File: src/rtl/int_square_seq_if.sv
// Start/ready handshake bundle shared by the sequential squaring and square-root units.
// The controller drives the master side; the arithmetic unit owns the slave side.
interface int_square_seq_if #(
    parameter int SIZE = 32
);
    logic                start;
    logic [SIZE-1:0]     num;
    logic                ready;
    logic [2*SIZE-1:0]   out;

    modport master (output start, output num, input ready, input out);
    modport slave  (input start, input num, output ready, output out);
endinterface

File: src/rtl/int_square_seq.sv
// Sequential integer squarer: radix-2 shift-add of num*num over SIZE cycles,
// with fixed latency so it can share a controller with the square-root unit.
module int_square_seq #(
    parameter int SIZE = 32
) (
    input  logic              clk,
    input  logic              rst,
    int_square_seq_if.slave   bus
);

    localparam int CW = (SIZE > 1) ? $clog2(SIZE) : 1;
    localparam logic [CW-1:0] LAST = CW'(SIZE - 1);

    typedef enum logic {IDLE, CALC} state_e;

    state_e              state_q, state_d;
    logic [2*SIZE-1:0]   mcand_q, mcand_d;
    logic [SIZE-1:0]     mplier_q, mplier_d;
    logic [2*SIZE-1:0]   acc_q, acc_d;
    logic [2*SIZE-1:0]   out_q, out_d;
    logic [CW-1:0]       cnt_q, cnt_d;
    logic [2*SIZE-1:0]   sum;

    always_ff @(posedge clk or negedge rst) begin
        if (!rst) begin
            state_q  <= IDLE;
            mcand_q  <= '0;
            mplier_q <= '0;
            acc_q    <= '0;
            out_q    <= '0;
            cnt_q    <= '0;
        end else begin
            state_q  <= state_d;
            mcand_q  <= mcand_d;
            mplier_q <= mplier_d;
            acc_q    <= acc_d;
            out_q    <= out_d;
            cnt_q    <= cnt_d;
        end
    end

    always_comb begin
        state_d = state_q;
        case (state_q)
            IDLE:    if (bus.start) state_d = CALC;
            CALC:    if (cnt_q == LAST) state_d = IDLE;
            default: state_d = IDLE;
        endcase
    end

    // The final conditional add is folded into the value written to out,
    // so out only ever changes on the completion edge.
    always_comb begin
        sum      = acc_q + (mplier_q[0] ? mcand_q : '0);
        mcand_d  = mcand_q;
        mplier_d = mplier_q;
        acc_d    = acc_q;
        out_d    = out_q;
        cnt_d    = cnt_q;
        case (state_q)
            IDLE: begin
                if (bus.start) begin
                    mcand_d  = {{SIZE{1'b0}}, bus.num};
                    mplier_d = bus.num;
                    acc_d    = '0;
                    cnt_d    = '0;
                end
            end
            CALC: begin
                acc_d    = sum;
                mcand_d  = mcand_q << 1;
                mplier_d = mplier_q >> 1;
                cnt_d    = cnt_q + CW'(1);
                if (cnt_q == LAST) out_d = sum;
            end
            default: ;
        endcase
    end

    assign bus.ready = (state_q == IDLE);
    assign bus.out   = out_q;

endmodule

File: src/flat_wrapper.sv
// flat-port wrapper written by rule: the top's interface ports become plain ports
module int_square_seq_flat 
#(
    parameter int SIZE = 32
)
  (clk, rst, bus_start, bus_num, bus_ready, bus_out);
  int_square_seq_if #(.SIZE(SIZE)) bus_i ();
  input  logic clk;
  input  logic rst;
  input wire logic [$bits(bus_i.start)-1:0] bus_start;
  input wire logic [$bits(bus_i.num)-1:0] bus_num;
  output wire logic [$bits(bus_i.ready)-1:0] bus_ready;
  output wire logic [$bits(bus_i.out)-1:0] bus_out;
  assign bus_i.start = bus_start;
  assign bus_i.num = bus_num;
  assign bus_ready = bus_i.ready;
  assign bus_out = bus_i.out;
  int_square_seq #(.SIZE(SIZE)) u_core (.clk(clk), .rst(rst), .bus(bus_i));
endmodule
File: config.mk
export PLATFORM = sky130hd
export DESIGN_NAME = int_square_seq_flat
export DESIGN_NICKNAME = d
export VERILOG_FILES = /design/src/rtl/int_square_seq_if.sv /design/src/rtl/int_square_seq.sv /design/src/flat_wrapper.sv
export SDC_FILE = /design/constraint.sdc
export NUM_CORES = 1
export LEC_CHECK = 0
export ABC_CLOCK_PERIOD_IN_PS = 4250
export CORE_UTILIZATION = 40
export DETAILED_ROUTE_END_ITERATION = 8
export HOLD_SLACK_MARGIN = 0.05
export MAX_ROUTING_LAYER = met4
export PLACE_DENSITY = 0.62
export SLEW_MARGIN = 20
export SYNTH_ARGS = -nofsm -noshare
export SYNTH_HDL_FRONTEND = slang
export SYNTH_SLANG_ARGS = --single-unit
File: constraint.sdc
create_clock -name clk -period 4.25 [get_ports clk]
set_input_delay 1.275 -clock clk [delete_from_list [all_inputs] [get_ports clk]]
set_output_delay 1.275 -clock clk [all_outputs]
set_load 0.1 [all_outputs]
### Word level (Yosys, flattened, before mapping)

Index checks and enable logic that the tools add are counted.

| word-level totals | value |
|---|---|
| logic and storage cells | 24 |
| bits of input ports | 35 |
| output and inout bits | 65 |
| bits in registers | 230 |

| cells by class | value |
|---|---|
| reduce and logical (&&, ||, !) cells | 1 |
| equal/unequal tests | 2 |
| muxes and demuxes | 12 |
| add/subtract/negate cells | 2 |
| bitwise operators | 1 |

Operators with widths:

| kind | count |
|---|---|
| $pmux 64 s2 | 2 |
| $mux 64 | 3 |
| $add 64x64->64 | 1 |
| $pmux 32 s2 | 1 |
| $mux 32 | 1 |
| $pmux 5 s2 | 1 |
| $add 5x1->5 const B | 1 |
| $eq 5x5->1 const B | 1 |
| $mux 5 | 1 |
| $mux 1 | 2 |
| $ne 2x2->1 const B | 1 |
| $pmux 1 s2 | 1 |
| $reduce_and 2->1 | 1 |
| $not 1->1 | 1 |

### Depth between registers and ports, before layout

Gate-level depths: netlist (run 1).

| logic depth | value |
|---|---|
| depth after elaboration | 3 |
| depth in mapped cells | 16 |
| gate-level depth less buffers | 14 |

### Worst setup path before layout (run 1)

Ideal clock, no wire load.

| path | value |
|---|---|
| kind | reg2reg |
| from | register u_core.mplier_q[0] |
| to | register u_core.out_q[56], in the netlist u_core.bus.out[56] |
| slack | 837 ps |
| cell stages (with the launch flop) | 17 |
| period minus slack after synthesis | 3413 ps |
| required time | 4124 ps |
| path buffers | 2 |
| library setup time | 126 ps |
| arrival time | 3287 ps |
| cell sequence | dfrtp_1 > clkbuf_1 > clkbuf_1 > and2_1 > ha_1 > inv_1 > fa_1 > nor2b_4 > o31a_4 > o31ai_4 > o21ai_2 > a31oi_4 > o21ai_4 > a31oi_2 > o31ai_1 > xor2_1 > mux2_2 |

| between the ends | value |
|---|---|
| longest elaborated chain between the ends | 2 |

RTL lines:

| element | RTL line | source |
|---|---|---|
| start: declaration | int_square_seq.sv:18 | `logic [SIZE-1:0] mplier_q, mplier_d;` |
| start signal: assignment | int_square_seq.sv:35 | `mplier_q <= mplier_d;` |
| $mux 64 | int_square_seq.sv:54 | `sum = acc_q + (mplier_q[0] ? mcand_q : '0);` |
| $add 64x64->64 | int_square_seq.sv:54 |  |
| end signal: assignment | int_square_seq.sv:37 | `out_q <= out_d;` |
| end: declaration | int_square_seq.sv:20 | `logic [2*SIZE-1:0] out_q, out_d;` |

Every way passes these cells.
A chain may end at the register's enable or synchronous reset.

### Worst setup path after layout (run 1)

| path | value |
|---|---|
| from | register u_core.mplier_q[0] |
| to | register u_core.out_q[50], in the netlist u_core.bus.out[50] |

The elaborated chain is that of the path after synthesis.

==> results.txt, run 1 <==
Post-CTS Setup Inserts -> 0
Most common cell after layout, fill and taps aside -> dfrtp_1
Endpoint type of the worst setup path -> flip-flop
Synth top area share -> 0.424
Final ANT Viol Nets -> 0
DP Wirelength -> 23000 um
Vias -> 10300
R2R Setup Slk -> 0.66 ns
Max Cap Viol -> 0
Ant diodes -> 0
Overflow left after global routing -> 0
Fin crit share -> 0.844
Net count, final -> 1538
Placed Area -> 0.0149 mm2
Post-cts hold buffer count -> 0
Yosys top cell by area -> dfrtp_1
Layout cells sized above 1 -> 0.114
Synth area leaders -> dfrtp_1 42%, ha_1 6.0%, nand2_1 5.6%, mux2i_1 4.9%, mux2_2 4.9%
Vias/cell -> 5.43
Clock slew at reported path FFs -> 0.06 ns
PostCTS Resize Cnt -> 0
# IOs -> 100
Setup tns final -> 0 ns
EDFF count, synth -> 0
Final GP Congestion -> 0.902
Chip Width -> 186 um
DR DRC count -> 0
Synthesized flop and latch total -> 230
Clk buf depth -> 3
Syn Nets -> 1490
Relative slew slack -> 0.295
Synthesized instance count -> 1389
Starting Density -> 0.406
Hold Crit Class -> reg -> reg
Register Area -> 0.00576 mm2
Drt first pass iters -> 5
Worst Path Max Fanout -> 31
Commonest cells after routing, fill and taps aside -> 229 x dfrtp_1, 202 x nand2_1, 122 x o21ai_0
Status -> complete, no violations
Synth Flop Type -> dfrtp_1
Crit path kind -> reg -> reg
Final hold violation count -> 0
Max Slew Vio Count -> 0
Clock Latency Late Sink -> 0.56 ns
Iter 0 DRT Violations -> 524
Rows -> 67
Required time of the worst setup path -> 4.68 ns
Final setup vio count -> 0
Root Buffer -> clkbuf_16
Clock sinks -> 230
Synthesized area -> 0.0136 mm2
FFs w/ async S/R, synth -> 1.00
Fillers -> 3160
First-pass GRT wire length -> 54200 um
Synth Warn # -> 0
Startpoint Class -> flip-flop
Area growth, synth to finish -> 16.8%
Core area -> 0.0334 mm2
Largest net degree at the start of global routing -> 92
WL/cell -> 17.3 um
RSZ-0062 raised after global routing -> no
CTS tree -> done
Die area -> 0.0347 mm2
Distinct cells, synth -> 78
Worst Tran Pin Value -> 1.06 ns
H-tree levels -> 1
Sequential area share after synthesis -> 0.424
Final Skew -> 0.0145 ns
Die Ht -> 186 um
Design area -> 0.0158 mm2
Syn Area/Cell -> 9.77 um2
# port buffers -> 99
Routed WL -> 33000 um
Worst endpoint data arrival time -> 4.02 ns
Fmax achieved -> 279 MHz
Min cycle time layout -> 3.59 ns
CTS Buf Count -> 27
Multi-input logic area -> 0.00737 mm2
Initial antenna violation count -> 0
Number of global-route vias before repair -> 10300
Global Route Usage Sum -> 0.200
path summary, 6_finish.rpt:
check | from | end | cells after the start
hold / removal | u_core.mplier_q[5] | u_core.mplier_q[4] | 2
setup / recovery | u_core.mplier_q[0] | u_core.bus.out[50] | 15
hold reg to reg | u_core.mplier_q[5] | u_core.mplier_q[4] | 2
setup reg to reg | u_core.mplier_q[0] | u_core.bus.out[50] | 15
min in group asynchronous | rst | u_core.bus.out[44] | 1
max in group asynchronous | rst | u_core.mcand_q[2] | 2
synth_stat cells (3+ instances only):
master,instances
nor3_1,14
a21o_1,41
a31oi_1,7
xnor2_1,27
o21ai_0,122
mux2i_1,67
xor2_1,31
buf_6,4
nor2b_1,7
nor3b_1,6
clkbuf_1,66
o21bai_1,14
or3_1,3
o22ai_1,3
and2_1,64
dfrtp_1,230
nand2_1,203
a221oi_1,3
inv_1,17
nand3_1,17
o211ai_1,8
o21ai_1,17
nand4_1,19
and3_1,3
mux2_2,59
a21oi_2,11
a22o_1,59
buf_1,11
buf_2,9
nor2_1,38
nand2b_1,8
a21oi_1,70
ha_1,65
nand3b_1,4
o21ai_2,3
o21a_1,4
a211oi_1,3
a21oi_4,3
critical path, stage by stage (launching register included):
cell	delay [ns]
dfrtp_1	0.34
buf_4	0.25
and2_1	0.17
ha_1	0.18
inv_1	0.06
fa_1	0.43
nor2b_4	0.14
o31a_4	0.15
o31ai_4	0.07
o21ai_1	0.29
a21oi_2	0.15
o21ai_1	0.39
nor2b_1	0.15
o211ai_1	0.29
xnor2_1	0.13
mux2_2	0.27
area by class of cell:
| cell class | instances | share of cell area |
|---|---|---|
| clock buffers | 38 | 0.0509 |
| well taps | 448 | 0.0354 |
| clock inverters | 11 | 0.00955 |
| flip-flops and latches | 230 | 0.363 |
| repair buffers | 110 | 0.0709 |
| multi-input cells | 1049 | 0.465 |
| inverters | 19 | 0.00450 |
registers in the layout, indices dropped and copies added, names as in the netlist:
register and cells:
u_core.cnt_q 5, u_core.state_q 1, u_core.mplier_q 32, u_core.mcand_q 64
u_core.bus.out 64, u_core.acc_q 64
metrics by stage:
| stage | utilization | worst slack [ns] | hold slack [ns] | cells |
|---|---|---|---|---|
| after floorplan | - | 0.837 | 0.452 | 1389 |
| after global placement | 0.445 | 0.737 | 0.461 | 1856 |
| after detailed placement | 0.445 | 0.681 | 0.469 | 1856 |
| after CTS | 0.474 | 0.675 | 0.484 | 1905 |
| after global routing | 0.474 | 0.445 | 0.506 | 1905 |
| final | 0.474 | 0.663 | 0.481 | 1905 |
routing by layer:
| metal | GRT usage | part of all wire | up-vias |
|---|---|---|---|
| met4 | 0.0620 | 0.030 | 0 |
| met3 | 0.0226 | 0.029 | 49 |
| met1 | 0.268 | 0.48 | 5085 |
| met2 | 0.317 | 0.46 | 162 |
| li1 | - | - | 5046 |
| met5 | - | 0 | - |
cells by family (layout without fill, tap and decap cells):
logic type      count (synthesis)  after routing  synth area share
mux                           127            127            0.0992
simple gates                  402            402             0.144
flops                         230            230             0.424
buf+inv                       110            178            0.0337
xor+xnor                       59             59            0.0391
compound gates                395            395             0.198
fa+ha+maj                      66             66            0.0614
Power of run 1 is left out: the tool's default activity adds up to more than one toggle a clock period on the data nets, which glitch-free logic cannot reach.
==> run 2: changes to the inputs <==
ABC_CLOCK_PERIOD_IN_PS = 3570   (was 4250)
clock period = 3.57 ns   (was 4.25 ns; I/O delays follow)
==> run 2 against run 1 <==
Clock skew fell by 0.0034 ns. Critical path depth fell by 1. Flip-flop and latch count did not move. Sequential share of layout area fell by 0.14 points. First-iteration DRC count rose by 23%. Global-route usage rose by 0.17 points. Setup slack got worse by 0.52 ns. Utilization rose by 0.18 points. Non-clock buffer count rose by 24. Die area did not move. Wire length rose by 0.62%.
==> results.txt, run 2 (synthesized netlist as in run 1, its figures left out) <==
Drt first pass iters -> 5
Final hold violation count -> 0
Core area -> 0.0334 mm2
Worst endpoint data arrival time -> 3.85 ns
Final setup vio count -> 0
CTS tree -> done
Initial antenna violation count -> 0
Hold Crit Depth -> 2
Critical Path Slowest Stage Cell -> dfrtp_1
Starting Density -> 0.406
Net count, final -> 1563
Largest stage delay, worst path -> 0.40 ns
Endpoint type of the worst setup path -> flip-flop
Max Slew Vio Count -> 0
Grt met2 use -> 0.325
Ant diodes -> 0
DP Wirelength -> 23300 um
Layout cells sized above 1 -> 0.176
Clock slew at reported path FFs -> 0.06 ns
Routed WL -> 33200 um
Final ANT Viol Nets -> 0
Most common cell after layout, fill and taps aside -> dfrtp_1
GR Util met1 -> 0.274
Max Cap Viol -> 0
Global Route Usage Sum -> 0.201
Place WS -> 0.140 ns
Vias -> 10400
Overflow left after global routing -> 0
Final Skew -> 0.0111 ns
Status -> complete, no violations
# port buffers -> 99
DR DRC count -> 0
Min cycle time layout -> 3.43 ns
Startpoint Class -> flip-flop
Crit path kind -> reg -> reg
Hold EP -> u_core.mplier_q[8]
Design area -> 0.0159 mm2
Iter 0 DRT Violations -> 644
R2R Setup Slk -> 0.14 ns
Clk buf depth -> 3
Largest net degree at the start of global routing -> 88
Area growth, synth to finish -> 17.2%
First-pass GRT wire length -> 54500 um
Root Buffer -> clkbuf_16
Fin crit share -> 0.961
Chip Width -> 186 um
CP cell instances -> buf_12 -> and2_1 -> ha_1 -> nand4_2 -> o221ai_2 -> a31oi_1 -> o21ai_1 -> nor4_4 -> nor2_4 -> a311oi_4 -> buf_4 -> o21bai_2 -> xor2_1 -> mux2_2
H-tree levels -> 1
Worst-case reg-to-reg path depth -> 14
Vias/cell -> 5.39
Worst flop-to-flop path endpoint -> u_core.bus.out[57]
CTS Buf Count -> 28
Clock sinks -> 230
Commonest cells after routing, fill and taps aside -> 229 x dfrtp_1, 202 x nand2_1, 122 x o21ai_0
Required time of the worst setup path -> 3.99 ns
Met3 Use GR -> 0.0257
Worst Tran Pin Value -> 0.910 ns
Rows -> 67
GR peak layer -> met2
# IOs -> 100
Relative slew slack -> 0.393
Clock Latency Late Sink -> 0.54 ns
Number of global-route vias before repair -> 10200
Fmax achieved -> 292 MHz
R2R Path Start -> u_core.mplier_q[0]
Worst Path Max Fanout -> 54
WL/cell -> 17.2 um
Fillers -> 3190
Hold Crit Class -> reg -> reg
Placed Area -> 0.0149 mm2
Final GP Congestion -> 0.897
Post-cts hold buffer count -> 0
Fin worst setup slack -> 0.140 ns
Die area -> 0.0347 mm2
Hold_sp -> u_core.mplier_q[9]
Die Ht -> 186 um
run 2: cell types whose count changed in the layout (fill, tap and decap cells not counted), sizes merged:
cell,delta
buf,+88
bufinv,-2
clkbuf,+3
clkdlybuf4s50,-64
clkinv,+1
run 2: critical path: cells and delay by family (launching register included):
family,cells,cell delay [ns]
AO/OA/AOI/OAI,5,0.87
AND/OR/NAND/NOR,4,0.85
flip-flops,1,0.40
buffers and inverters,2,0.37
adder cells (fa/ha/maj),1,0.36
multiplexers,1,0.27
XOR/XNOR,1,0.16
run 2: what timing repair did:
action                                  4_1_cts  5_1_grt
endpoints found under the setup margin        0        9
endpoints found under the hold margin         0        0
resized for setup                             0        6
setup buffers                                 0        1
run 2: layout make-up:
cell class	count	area [um2]	share of cell area
Clock buffer	41	861	0.0541
Clock inverter	10	81.3	0.00511
Inverter	19	71.3	0.00448
Multi-Input combinational cell	1049	7400	0.466
Sequential cell	230	5760	0.362
Tap cell	448	561	0.0352
Timing Repair Buffer	134	1170	0.0735
run 2: how the worst max path moves through the flow:
| stage | startpoint | endpoint | slack [ns] | cells after the start |
|---|---|---|---|---|
| global placement | u_core.mplier_q[0] | u_core.bus.out[57] | 0.19 | 13 |
| finish | u_core.mplier_q[0] | u_core.bus.out[57] | 0.14 | 14 |
| global route | u_core.mplier_q[0] | u_core.acc_q[63] | -0.02 | 14 |
| floorplan | u_core.mplier_q[0] | u_core.bus.out[56] | 0.16 | 16 |
| CTS | u_core.mplier_q[0] | u_core.bus.out[57] | 0.14 | 13 |
| detailed placement | u_core.mplier_q[0] | u_core.bus.out[57] | 0.14 | 13 |
run 2: routing by layer:
metal  share of wire  up-vias
met2            0.47      169
li1                -     5104
met5               0        -
met3           0.034       27
met1            0.48     5110
met4           0.014        0
run 2: metrics by stage:
stage               std cells  utilization  hold WS (ns)  setup TNS, ns
finish                   1931        0.476         0.484              0
global route             1931        0.476         0.506        -0.0237
CTS                      1930        0.474         0.486              0
detailed placement       1879        0.446         0.471              0
global placement         1879        0.446         0.461              0
floorplan                1389            -         0.452              0
Power of run 2 is left out for the same reason.
==> run 3: changes to the inputs <==
ABC_AREA = 1   (was default)
MAX_ROUTING_LAYER = default   (was met4)
==> run 3 against run 2 <==
Utilization decreased by 0.39 points. Sequential share of layout area is 3.0 points lower. Non-clock buffer count decreased by 19. Count of clock-buffer cells in the layout is 5 lower. Clock skew is 0.020 ns higher. Global-route usage up 5.4 points. Area after synthesis increased by 11%. Critical path depth unchanged. Die area is 10% higher. Worst hold slack worse by 0.049 ns.
==> results.txt, run 3 <==
CP cell instances -> buf_12 -> nand2_1 -> inv_1 -> ha_1 -> nand2_1 -> inv_1 -> nand2_1 -> nand2_1 -> a21oi_1 -> nand2_1 -> a21oi_1 -> nand3_1 -> nand3_1 -> nand2_1
Final setup vio count -> 0
DP Wirelength -> 37300 um
Synth area leaders -> dfrtp_1 38%, nand2_1 25%, inv_1 11%, nand3_1 5.6%, ha_1 5.4%
Placed Area -> 0.0164 mm2
Critical path origin -> u_core.mplier_q[0]
Clock sinks -> 230
Initial antenna violation count -> 1
Final Skew -> 0.0309 ns
Ant diodes -> 0
Yosys top cell by area -> dfrtp_1
Core area -> 0.0368 mm2
Peak supply drop -> 787 uV
Synthesized instance count -> 2307
Max Slew Vio Count -> 0
Net count, final -> 2494
Setup tns final -> 0 ns
Post-cts hold buffer count -> 0
Root Buffer -> clkbuf_16
Pwr/cell area -> 938 mW/mm2
Commonest cells after routing, fill and taps aside -> 1003 x nand2_1, 423 x inv_1, 228 x dfrtp_1
Largest net degree at the start of global routing -> 91
Worst Tran Pin Value -> 1.00 ns
Area growth, synth to finish -> 15.6%
Most common cell after layout, fill and taps aside -> nand2_1
Synth Flop Type -> dfrtp_1
Final hold violation count -> 0
Largest stage delay, worst path -> 0.53 ns
Global Route Usage Sum -> 0.255
Synthesized flop and latch total -> 230
Leakage -> 10.1 nW
CTS Buf Count -> 27
# IOs -> 100
PostCTS Resize Cnt -> 0
WL/cell -> 16.7 um
Overflow left after global routing -> 0
RSZ-0062 raised after global routing -> no
FFs w/ async S/R, synth -> 1.00
Die Ht -> 196 um
Vias -> 14200
Status -> complete, no violations
Sequential area share after synthesis -> 0.383
Die area -> 0.0383 mm2
DR DRC count -> 0
Distinct cells, synth -> 35
Starting Density -> 0.408
Min cycle time layout -> 2.90 ns
Number of global-route vias before repair -> 13400
Most common cell in the synthesized netlist -> nand2_1
Chip Width -> 196 um
Design area -> 0.0174 mm2
Most frequent cell on the critical path -> nand2_1
CTS tree -> done
Hold Crit Class -> in -> async
Crit path kind -> reg -> reg
Syn Nets -> 2408
Layout Cells excl Fill -> 2880
Drt first pass iters -> 5
Clock Latency Late Sink -> 0.58 ns
# port buffers -> 99
Endpoint type of the worst setup path -> flip-flop
First-pass GRT wire length -> 75400 um
Startpoint Class -> flip-flop
Syn Area/Cell -> 6.51 um2
WHS -> 0.435 ns
Synthesized area -> 0.0150 mm2
Worst endpoint data arrival time -> 3.35 ns
Commonest cells in the netlist -> 1004 x nand2_1, 423 x inv_1, 230 x dfrtp_1
Required time of the worst setup path -> 4.02 ns
EDFF count, synth -> 0
Synth top area share -> 0.383
Fillers -> 3845
Delay-heaviest family, CP -> simple AND/OR/NAND/NOR gates
Critical Path Slowest Stage Cell -> dfrtp_2
Iter 0 DRT Violations -> 1237
Relative slew slack -> 0.330
H-tree levels -> 1
Max Cap Viol -> 0
Layout cells sized above 1 -> 0.0709
Routed WL -> 48000 um
Fmax achieved -> 344 MHz
Fin crit share -> 0.813
Post-CTS Setup Inserts -> 0
Worst Path Max Fanout -> 49
Buf+Inv Stages, Crit Path -> 3
Final ANT Viol Nets -> 0
Synth Warn # -> 0
R2R Path Start -> u_core.mplier_q[0]
Clock slew at reported path FFs -> 0.06 ns
Final GP Congestion -> 0.999
Placed Cells -> 2832
Rows -> 70
Clk buf depth -> 3
Vias/cell -> 4.91
Core Util, Final -> 0.472
-- run 3: cell types whose count changed after synthesis, moves of 30 or more --
cell / previous run / this run
inv_1: 17 / 423
o21ai_0: 122 / 49
mux2i_1: 67 / 0
a21oi_1: 70 / 40
and2_1: 64 / 3
nor2_1: 38 / 99
nand2_1: 203 / 1004
a22o_1: 59 / 2
mux2_2: 59 / 0
a21o_1: 41 / 0
nand3_1: 17 / 168
-- run 3: layer usage --
layer | track usage | wire length [um] | vias up
met2 | 0.357 | 18800 | 391
met1 | 0.410 | 25000 | 6526
met4 | 0.0642 | 1120 | 2
met3 | 0.0299 | 3080 | 62
li1 | - | - | 7173
met5 | 0 | 11 | -
-- run 3: per-stage QoR --
stage	total power [mW]	worst slack (ns)
finish	16.3	0.666
global route	17.4	0.374
CTS	16.3	0.702
detailed placement	13.2	0.735
global placement	13.1	0.759
floorplan	10.8	0.892
-- run 3: power by group --
part | switching (mW) | total, mW | internal, mW
Sequential | 0.858 | 4.62 | 3.76
Combinational | 6.35 | 8.66 | 2.30
Clock | 1.17 | 3.01 | 1.84
-- run 3: logic make-up after synthesis --
logic type,count (synthesis),synth area share
AO/OA/AOI/OAI,151,0.0561
XOR/XNOR,30,0.0175
adder cells (fa/ha/maj),66,0.0555
buffers and inverters,486,0.123
flip-flops,230,0.383
AND/OR/NAND/NOR,1344,0.365
-- run 3: path summary, 6_finish.rpt --
path                       slack [ns]                 end  cells past startpoint
max                              0.67  u_core.bus.out[63]                     14
max in group asynchronous        2.26  u_core.mplier_q[0]                      2
min reg2reg                      0.48  u_core.bus.out[19]                      2
min in group clk                 0.48  u_core.bus.out[19]                      2
max reg2reg                      0.67  u_core.bus.out[63]                     14
min                              0.44   u_core.mcand_q[6]                      1
-- run 3: layout make-up --
type / count / area (um2) / share of cell area
Clock buffer: 36 / 749 / 0.0432
Multi-Input combinational cell: 1591 / 7420 / 0.428
Sequential cell: 230 / 5760 / 0.332
Inverter: 428 / 1610 / 0.0926
Tap cell: 468 / 586 / 0.0337
Clock inverter: 12 / 209 / 0.0120
Timing Repair Buffer: 115 / 1020 / 0.0586
-- run 3: worst register-to-register path: stages (launching register included) --
cell and delay [ns]:
dfrtp_2 0.53, buf_12 0.30, nand2_1 0.13, inv_1 0.16, ha_1 0.35, nand2_1 0.22
inv_1 0.06, nand2_1 0.09, nand2_1 0.09, a21oi_1 0.14, nand2_1 0.10, a21oi_1 0.28
nand3_1 0.15, nand3_1 0.10, nand2_1 0.06
(Power assumes the default switching activity.)
